==> config.mk <==
export PLATFORM = sky130hd
export DESIGN_NAME = spi_master
export DESIGN_NICKNAME = d
export VERILOG_FILES = /design/src/rtl/spi_pkg.sv /design/src/rtl/spim_shifter.sv /design/src/rtl/spi_master.sv
export SDC_FILE = /design/constraint.sdc
export NUM_CORES = 1
export LEC_CHECK = 0
export CORE_MARGIN = 3
export CORE_UTILIZATION = 58
export DETAILED_ROUTE_END_ITERATION = 10
export PLACE_DENSITY = 0.92
export SLEW_MARGIN = 20
export SYNTH_ARGS = -nofsm -noshare
export SYNTH_HDL_FRONTEND = slang
export SYNTH_SLANG_ARGS = --single-unit
==> constraint.sdc <==
create_clock -name clk -period 5.3 [get_ports clk]
set_input_delay 1.59 -clock clk [delete_from_list [all_inputs] [get_ports clk]]
set_output_delay 1.59 -clock clk [all_outputs]
set_load 0.02 [all_outputs]
==> src/rtl/spi_pkg.sv <==
// spi_pkg: shared op encodings, frame widths, FSM state type and frame builder for spi_master.
`default_nettype none

package spi_pkg;

  localparam logic [1:0] CMD_WR_ADDR = 2'b00;
  localparam logic [1:0] CMD_WR_DATA = 2'b01;
  localparam logic [1:0] CMD_RD_ADDR = 2'b10;
  localparam logic [1:0] CMD_RD_DATA = 2'b11;

  localparam int FRAME_W = 11;
  localparam int DATA_W  = 8;

  typedef enum logic [2:0] {
    IDLE  = 3'd0,
    START = 3'd1,
    SHIFT = 3'd2,
    WAIT  = 3'd3,
    RECV  = 3'd4,
    GAP   = 3'd5
  } state_t;

  // Read-data frames carry a zero payload; the op MSB is sent twice as a leading marker.
  function automatic logic [FRAME_W-1:0] build_frame(input logic [1:0] op,
                                                     input logic [DATA_W-1:0] data);
    build_frame = {op[1], op, (op == CMD_RD_DATA) ? {DATA_W{1'b0}} : data};
  endfunction

endpackage

`default_nettype wire

==> src/rtl/spim_shifter.sv <==
// spim_shifter: frame shift-out register, MISO shift-in register and per-state bit counter.
`default_nettype none

module spim_shifter
  import spi_pkg::*;
#(
  parameter int CNT_W = 8
) (
  input  logic                 clk,
  input  logic                 rst_n,
  input  logic                 load,
  input  logic [FRAME_W-1:0]   frame,
  input  logic                 shift,
  input  logic                 sample,
  input  logic                 cnt_clr,
  input  logic                 miso,
  output logic                 tx_bit,
  output logic [DATA_W-1:0]    rx_next,
  output logic [CNT_W-1:0]     bit_cnt
);

  logic [FRAME_W-1:0] tx_sreg;
  logic [DATA_W-2:0]  rx_sreg;

  assign tx_bit  = tx_sreg[FRAME_W-1];
  // Byte as it stands once the current MISO bit is included.
  assign rx_next = {rx_sreg, miso};

  always_ff @(posedge clk or negedge rst_n) begin
    if (!rst_n) begin
      tx_sreg <= '0;
      rx_sreg <= '0;
      bit_cnt <= '0;
    end else begin
      if (load)
        tx_sreg <= frame;
      else if (shift)
        tx_sreg <= {tx_sreg[FRAME_W-2:0], 1'b0};

      if (sample)
        rx_sreg <= rx_next[DATA_W-2:0];

      if (cnt_clr)
        bit_cnt <= '0;
      else
        bit_cnt <= bit_cnt + 1'b1;
    end
  end

endmodule

`default_nettype wire

==> src/rtl/spi_master.sv <==
// spi_master: command-driven SPI master producing 11-bit frames and collecting 8-bit read data.
// Optional macro SPIM_FRAME_CNT_EN adds the frame_cnt[15:0] completed-frame counter output.
`default_nettype none

module spi_master
  import spi_pkg::*;
#(
  parameter int RD_LATENCY = 2,
  parameter int GAP_CYCLES = 1
) (
  input  logic              clk,
  input  logic              rst_n,
  input  logic              cmd_valid,
  output logic              cmd_ready,
  input  logic [1:0]        cmd_op,
  input  logic [DATA_W-1:0] cmd_data,
  output logic              rsp_valid,
  output logic [DATA_W-1:0] rsp_data,
  output logic              busy,
  output logic              SS_n,
  output logic              MOSI,
  input  logic              MISO
`ifdef SPIM_FRAME_CNT_EN
  ,
  output logic [15:0]       frame_cnt
`endif
);

  localparam int CNT_W = 8;

  state_t             state;
  logic [1:0]         op_q;
  logic               load;
  logic               shift;
  logic               sample;
  logic               step_done;
  logic               tx_bit;
  logic [DATA_W-1:0]  rx_next;
  logic [CNT_W-1:0]   bit_cnt;

  // step_done marks the last cycle of the current state; the bit counter restarts there.
  always_comb begin
    step_done = 1'b0;
    case (state)
      IDLE:    step_done = 1'b1;
      START:   step_done = 1'b1;
      SHIFT:   step_done = (bit_cnt == CNT_W'(FRAME_W - 1));
      WAIT:    step_done = (bit_cnt == CNT_W'(RD_LATENCY - 1));
      RECV:    step_done = (bit_cnt == CNT_W'(DATA_W - 1));
      GAP:     step_done = (bit_cnt == CNT_W'(GAP_CYCLES - 1));
      default: step_done = 1'b1;
    endcase
  end

  assign load   = (state == IDLE) && cmd_valid;
  assign shift  = (state == START) || (state == SHIFT);
  assign sample = (state == RECV);

  spim_shifter #(
    .CNT_W (CNT_W)
  ) u_shifter (
    .clk     (clk),
    .rst_n   (rst_n),
    .load    (load),
    .frame   (build_frame(cmd_op, cmd_data)),
    .shift   (shift),
    .sample  (sample),
    .cnt_clr (step_done),
    .miso    (MISO),
    .tx_bit  (tx_bit),
    .rx_next (rx_next),
    .bit_cnt (bit_cnt)
  );

  always_ff @(posedge clk or negedge rst_n) begin
    if (!rst_n) begin
      state     <= IDLE;
      op_q      <= CMD_WR_ADDR;
      SS_n      <= 1'b1;
      MOSI      <= 1'b0;
      cmd_ready <= 1'b1;
      busy      <= 1'b0;
      rsp_valid <= 1'b0;
      rsp_data  <= '0;
    end else begin
      rsp_valid <= 1'b0;
      case (state)
        IDLE: begin
          if (cmd_valid) begin
            state     <= START;
            op_q      <= cmd_op;
            SS_n      <= 1'b0;
            cmd_ready <= 1'b0;
            busy      <= 1'b1;
          end
        end
        START: begin
          state <= SHIFT;
          MOSI  <= tx_bit;
        end
        SHIFT: begin
          if (step_done) begin
            MOSI <= 1'b0;
            if (op_q == CMD_RD_DATA) begin
              state <= WAIT;
            end else begin
              state <= GAP;
              SS_n  <= 1'b1;
            end
          end else begin
            MOSI <= tx_bit;
          end
        end
        WAIT: begin
          if (step_done)
            state <= RECV;
        end
        RECV: begin
          if (step_done) begin
            state     <= GAP;
            SS_n      <= 1'b1;
            rsp_valid <= 1'b1;
            rsp_data  <= rx_next;
          end
        end
        GAP: begin
          if (step_done) begin
            state     <= IDLE;
            cmd_ready <= 1'b1;
            busy      <= 1'b0;
          end
        end
        default: begin
          state     <= IDLE;
          SS_n      <= 1'b1;
          MOSI      <= 1'b0;
          cmd_ready <= 1'b1;
          busy      <= 1'b0;
        end
      endcase
    end
  end

`ifdef SPIM_FRAME_CNT_EN
  always_ff @(posedge clk or negedge rst_n) begin
    if (!rst_n)
      frame_cnt <= '0;
    else if (((state == SHIFT) && step_done && (op_q != CMD_RD_DATA)) ||
             ((state == RECV) && step_done))
      frame_cnt <= frame_cnt + 16'd1;
  end
`endif

endmodule

`default_nettype wire

* Word level (Yosys, flattened, before mapping)
Index checks and enable logic that the tools add are counted.
** Storage, ports and cells
- Flip-flop bits (word level) :: 44
- Bits of input ports :: 14
- Output and inout bits :: 13
- Word-level logic and storage cells :: 68
** Operators by class
- Add/subtract/negate cells :: 1
- Eq/ne operators :: 16
- Muxes and demuxes :: 25
- Bitwise gates (word level) :: 2
- Reductions and logical operators :: 13
** Operators with widths (number)
- 11-bit 2-to-1 mux :: 2
- 3-bit 2-to-1 mux :: 6
- 3-bit case mux with 6 select lines :: 1
- 8-bit 2-to-1 mux :: 2
- 2-bit != test, second input constant :: 5
- 5-bit AND reduction :: 2
- 1-bit 2-to-1 mux :: 9
- 1-bit case mux with 3 select lines :: 3
- 8-bit by 1-bit adder with 8-bit output, second input constant :: 1
- 8-bit by 1-bit equality test with 1-bit output, second input constant :: 1
- 8-bit by 3-bit equality test with 1-bit output, second input constant :: 1
- 8-bit by 4-bit equality test with 1-bit output, second input constant :: 1
- 8-bit logical NOT :: 1
- 1-bit case mux with 4 select lines :: 2
- 4-bit OR reduction :: 2
- 3-bit by 2-bit equality test with 1-bit output, second input constant :: 2
- 3-bit equality test, second input constant :: 2
- 2-bit equality test, second input constant :: 2
- 2-bit AND reduction :: 2
- 3-bit by 1-bit equality test with 1-bit output, second input constant :: 1
- 3-bit logical NOT :: 1
- 3-bit AND reduction :: 1
- 3-bit OR reduction :: 1
- 2-bit by 1-bit != test with 1-bit output, second input constant :: 1
- 4 further kinds :: 5

* Longest topological paths before layout
- Depth in word-level cells :: 4
- Depth in mapped cells :: 8
- Gate-level depth less buffers :: 7

* Modules after synthesis
A second synthesis with hierarchy kept.
** Second synthesis, totals
- Cell total of the unflattened synthesis :: 193
- Area, all modules :: 2112.0 µm²
** By module, submodules not included
- spim_shifter :: instances 1, cells an instance 97, area each 1108.6 µm², sequential area each 650.6 µm²
- spi_master :: instances 1, cells an instance 96, area each 1003.5 µm², sequential area each 452.9 µm²

* Least setup slack after synthesis
No wires, ideal clock.
- Kind :: input to register
- Start :: input cmd_valid
- End :: register u_shifter.tx_sreg[1]
- Library setup time :: 0.083 ns
- Arrival :: 2.481 ns
- Required time :: 5.217 ns
- Slack :: 2.736 ns
- Stages :: 5
- Path buffers :: 0
- Cells stage by stage :: nor2b_1 -> nand2_1 -> a21oi_1 -> a22oi_1 -> o21ai_0
** On the way
- Word-level cells in the longest chain between the ends :: 2
- Elaborated cells between the ends (all ways) :: 3
- Classes of those cells :: 1 x mux; 2 x reduce/logical
** Ends and longest elaborated chain
- from (decl) :: RTL line spi_master.sv:13 : input logic cmd_valid,
- 1-bit logical AND (*) :: RTL line spi_master.sv:55 : assign load = (state == IDLE) && cmd_valid;
- 11-bit 2-to-1 mux or 2-bit nonzero test (tied branches)
- to (signal assigned) :: RTL line spim_shifter.sv:36 : tx_sreg <= frame;
- to (signal assigned) :: RTL line spim_shifter.sv:38 : tx_sreg <= {tx_sreg[FRAME_W-2:0], 1'b0};
- to (decl) :: RTL line spim_shifter.sv:22 : logic [FRAME_W-1:0] tx_sreg;
Every way passes the cells marked *; elsewhere a longest branch is shown, timed or not.
A chain may end at the register's enable or synchronous reset.

* Worst setup path after layout
- Start :: input cmd_valid
- End :: register u_shifter.tx_sreg[4]
The elaborated chain is that of the path after synthesis.

==> results.yml <==
global_routing:
  antenna_found_initial: 0
  grt_remaining_overflow: 0
  grt_pass1_vias: 1415
  grt_max_degree: 45
  grt_usage: 0.199
  grt_pass1_wl_um: 6290
yosys:
  async_reset_ff_frac: 1.00
  synth_warnings: 0
  postSynthNetCount: 199
  synth_area_leaders: "dfrtp_1 (53%), mux2_2 (9.1%), o21ai_0 (3.5%)"
  synthFlopType: "dfrtp_1"
  synthMostInstantiatedCell: "dfrtp_1"
  synth_top_cell_area_share: 0.530
  yosys_register_bits: 44
  syn_avg_cell_area_um2: 10.8
  synth-edff-count: 0
  ys_types: 38
  synthesis.area_um2: 1980
  yosys.area.top_type: "dfrtp_1"
  syn-instance-count: 183
  netlist_top_cells_count: "dfrtp_1 (42), nand2_1 (17), mux2_2 (16), o21ai_0 (14), nor2_1 (12)"
  synth_seq_area_share: 0.556
routing:
  vias: 1408
  dr.first_iter.drc_count: 90
  viasPerCell: 5.61
  drt_first_pass_iters: 4
  ant_nets: 0
  routed_wl_um: 3650
  drc_errors: 0
  wl_per_cell_um: 14.5
min_path:
  hold_path.class: "flop to flop"
  holdPathStages: 1
critical_path:
  cp-start-kind: "primary input"
  startpoint: "cmd_valid"
  worstPathMaxFanout: 15
  reg2reg_depth: 5
  end_kind: "flop"
  cp_data_arrival_time_ns: 3.58
  reg2reg_from: "state[0]$_DFFE_PN0P_"
  reg2reg_slack_ns: 2.42
  cp.required_ns: 5.57
  cp-endpoint: "u_shifter.tx_sreg[4]$_DFFE_PN0P_"
  criticalPathCategory: "primary input to flop"
  worst_r2r_endpoint: "rsp_data[2]$_DFFE_PN0P_"
place:
  place_hpwl_um: 2660
  gp_congestion: 0.874
  dp_cells: 243
  io_buffers: 26
cts:
  clock_latency_ns: 0.36
  numClockSinks: 44
  cts_resized: 0
  cts-root-buf: "clkbuf_4"
  hold_buffers: 0
  tritoncts: "yes"
  clk_pin_slew_ns: 0.12
  cts_buffers: 5
  clockBufferDepth: 2
  cts_setup_buffers: 0
  htreeDepth: 2
sta:
  fin_tns_setup_ns: 0
  fmaxAchievable_ghz: 0.303
  finalCritPeriodShare: 0.624
  slew_headroom: 0.394
  tightest_slew_ns: 0.910
  rsz0062_at_grt: "no"
  final-hold-violation-count: 0
  setup_viol: 0
  finalClockSkew_ns: 0.0147
  min_period_ns: 3.31
  slew_viol_final: 0
floorplanning:
  rows: 20
  boundaryPins: 27
  coreArea_um2: 3150
  die_w_um: 64.5
  fp.dieH_um: 64.5
  die_area_um2: 4160
  start_util: 0.629
cells_and_area:
  drive_gt1_frac: 0.130
  area_growth_pct: 17.0
  antenna_cells: 0
  finalNonFillerCells: 251
  fin_nets: 222
power:
  design_power_total_mw: 1.01
  vdd_drop_max_uv: 271
  power_density_nw_per_um2: 436
  power.leakage_nw: 1.04
outcome:
  status: "complete, no violations"
run:
  maxCapViolCount: 0
==> worst min-delay path by stage <==
stage | startpoint | to | slack (ns)
finish | op_q[1]$_DFFE_PN0P_ | op_q[1]$_DFFE_PN0P_ | 0.50
floorplan | op_q[1]$_DFFE_PN0P_ | op_q[1]$_DFFE_PN0P_ | 0.45
detailed placement | op_q[1]$_DFFE_PN0P_ | op_q[1]$_DFFE_PN0P_ | 0.47
global placement | op_q[1]$_DFFE_PN0P_ | op_q[1]$_DFFE_PN0P_ | 0.46
CTS | op_q[1]$_DFFE_PN0P_ | op_q[1]$_DFFE_PN0P_ | 0.50
global route | op_q[1]$_DFFE_PN0P_ | op_q[1]$_DFFE_PN0P_ | 0.52
==> kinds of logic (layout without fill, tap and decap cells) <==
| family | Yosys count | count (layout) | share of synthesized area |
|---|---|---|---|
| muxes | 18 | 18 | 0.101 |
| xor gates and xnor gates | 6 | 6 | 0.0265 |
| buffers and inverters | 16 | 40 | 0.0341 |
| AOI/OAI and AO/OA | 44 | 44 | 0.137 |
| adders and majority gates | 2 | 2 | 0.0126 |
| and+or+nand+nor | 53 | 53 | 0.132 |
| DFF | 44 | 44 | 0.556 |
==> report_power, final <==
group	total, mW	internal (mW)	switching (mW)	leakage (nW)
registers	0.504	0.413	0.0915	0.583
logic	0.340	0.152	0.189	0.423
clock network	0.166	0.0656	0.101	0.0326
total	1.01	0.630	0.381	1.04
==> cell usage in the layout, fill, tap and decap left out, drive strengths merged, types with 3 or more instances in the layout <==
cell            n
inv             6
clkdlybuf4s50  25
mux2           16
xor2            3
nand2          17
nor2           12
nand2b          4
a22oi           7
xnor2           3
o21ai          14
dfrtp          42
and3            3
nand3           5
clkbuf          8
a21oi          11
nor2b           4
==> stage by stage <==
step	util	hold WS, ns	worst slack (ns)	area (um2)
floorplan	-	0.449	2.74	1980
global placement	0.715	0.462	1.84	2250
detailed placement	0.715	0.470	1.67	2250
CTS	0.733	0.498	2.07	2310
global route	0.736	0.516	1.79	2320
finish	0.736	0.495	1.99	2320
==> area by class of cell <==
class                   count  area, um2
inverters                   6       22.5
repair buffers             26        255
flip-flops and latches     44       1100
fillers                   233        832
well taps                  44       55.1
multi-input cells         123        826
clock buffers               8       58.8
==> sequential cells by signal, summed over array words and instances, names as in the netlist <==
register	flops
rsp_valid	1
state	3
SS_n	1
busy	1
u_shifter.bit_cnt	8
MOSI	1
u_shifter.tx_sreg	11
cmd_ready	1
rsp_data	8
u_shifter.rx_sreg	7
op_q	2
==> critical path, stage by stage <==
cell and delay, ns:
clkdlybuf4s50_1 0.57, nor2b_1 0.20, nand2_1 0.33, a21oi_1 0.57
a22oi_1 0.14, o21ai_0 0.18
==> routing by layer <==
metal | vias up | part of all wire | track usage
met1 | 685 | 0.43 | 0.241
met3 | 10 | 0.035 | 0.0416
met4 | 0 | 0.027 | 0.106
met5 | - | 0 | 0
li1 | 685 | - | -
met2 | 28 | 0.51 | 0.334
Note: power is estimated with default switching activity, not from simulation.
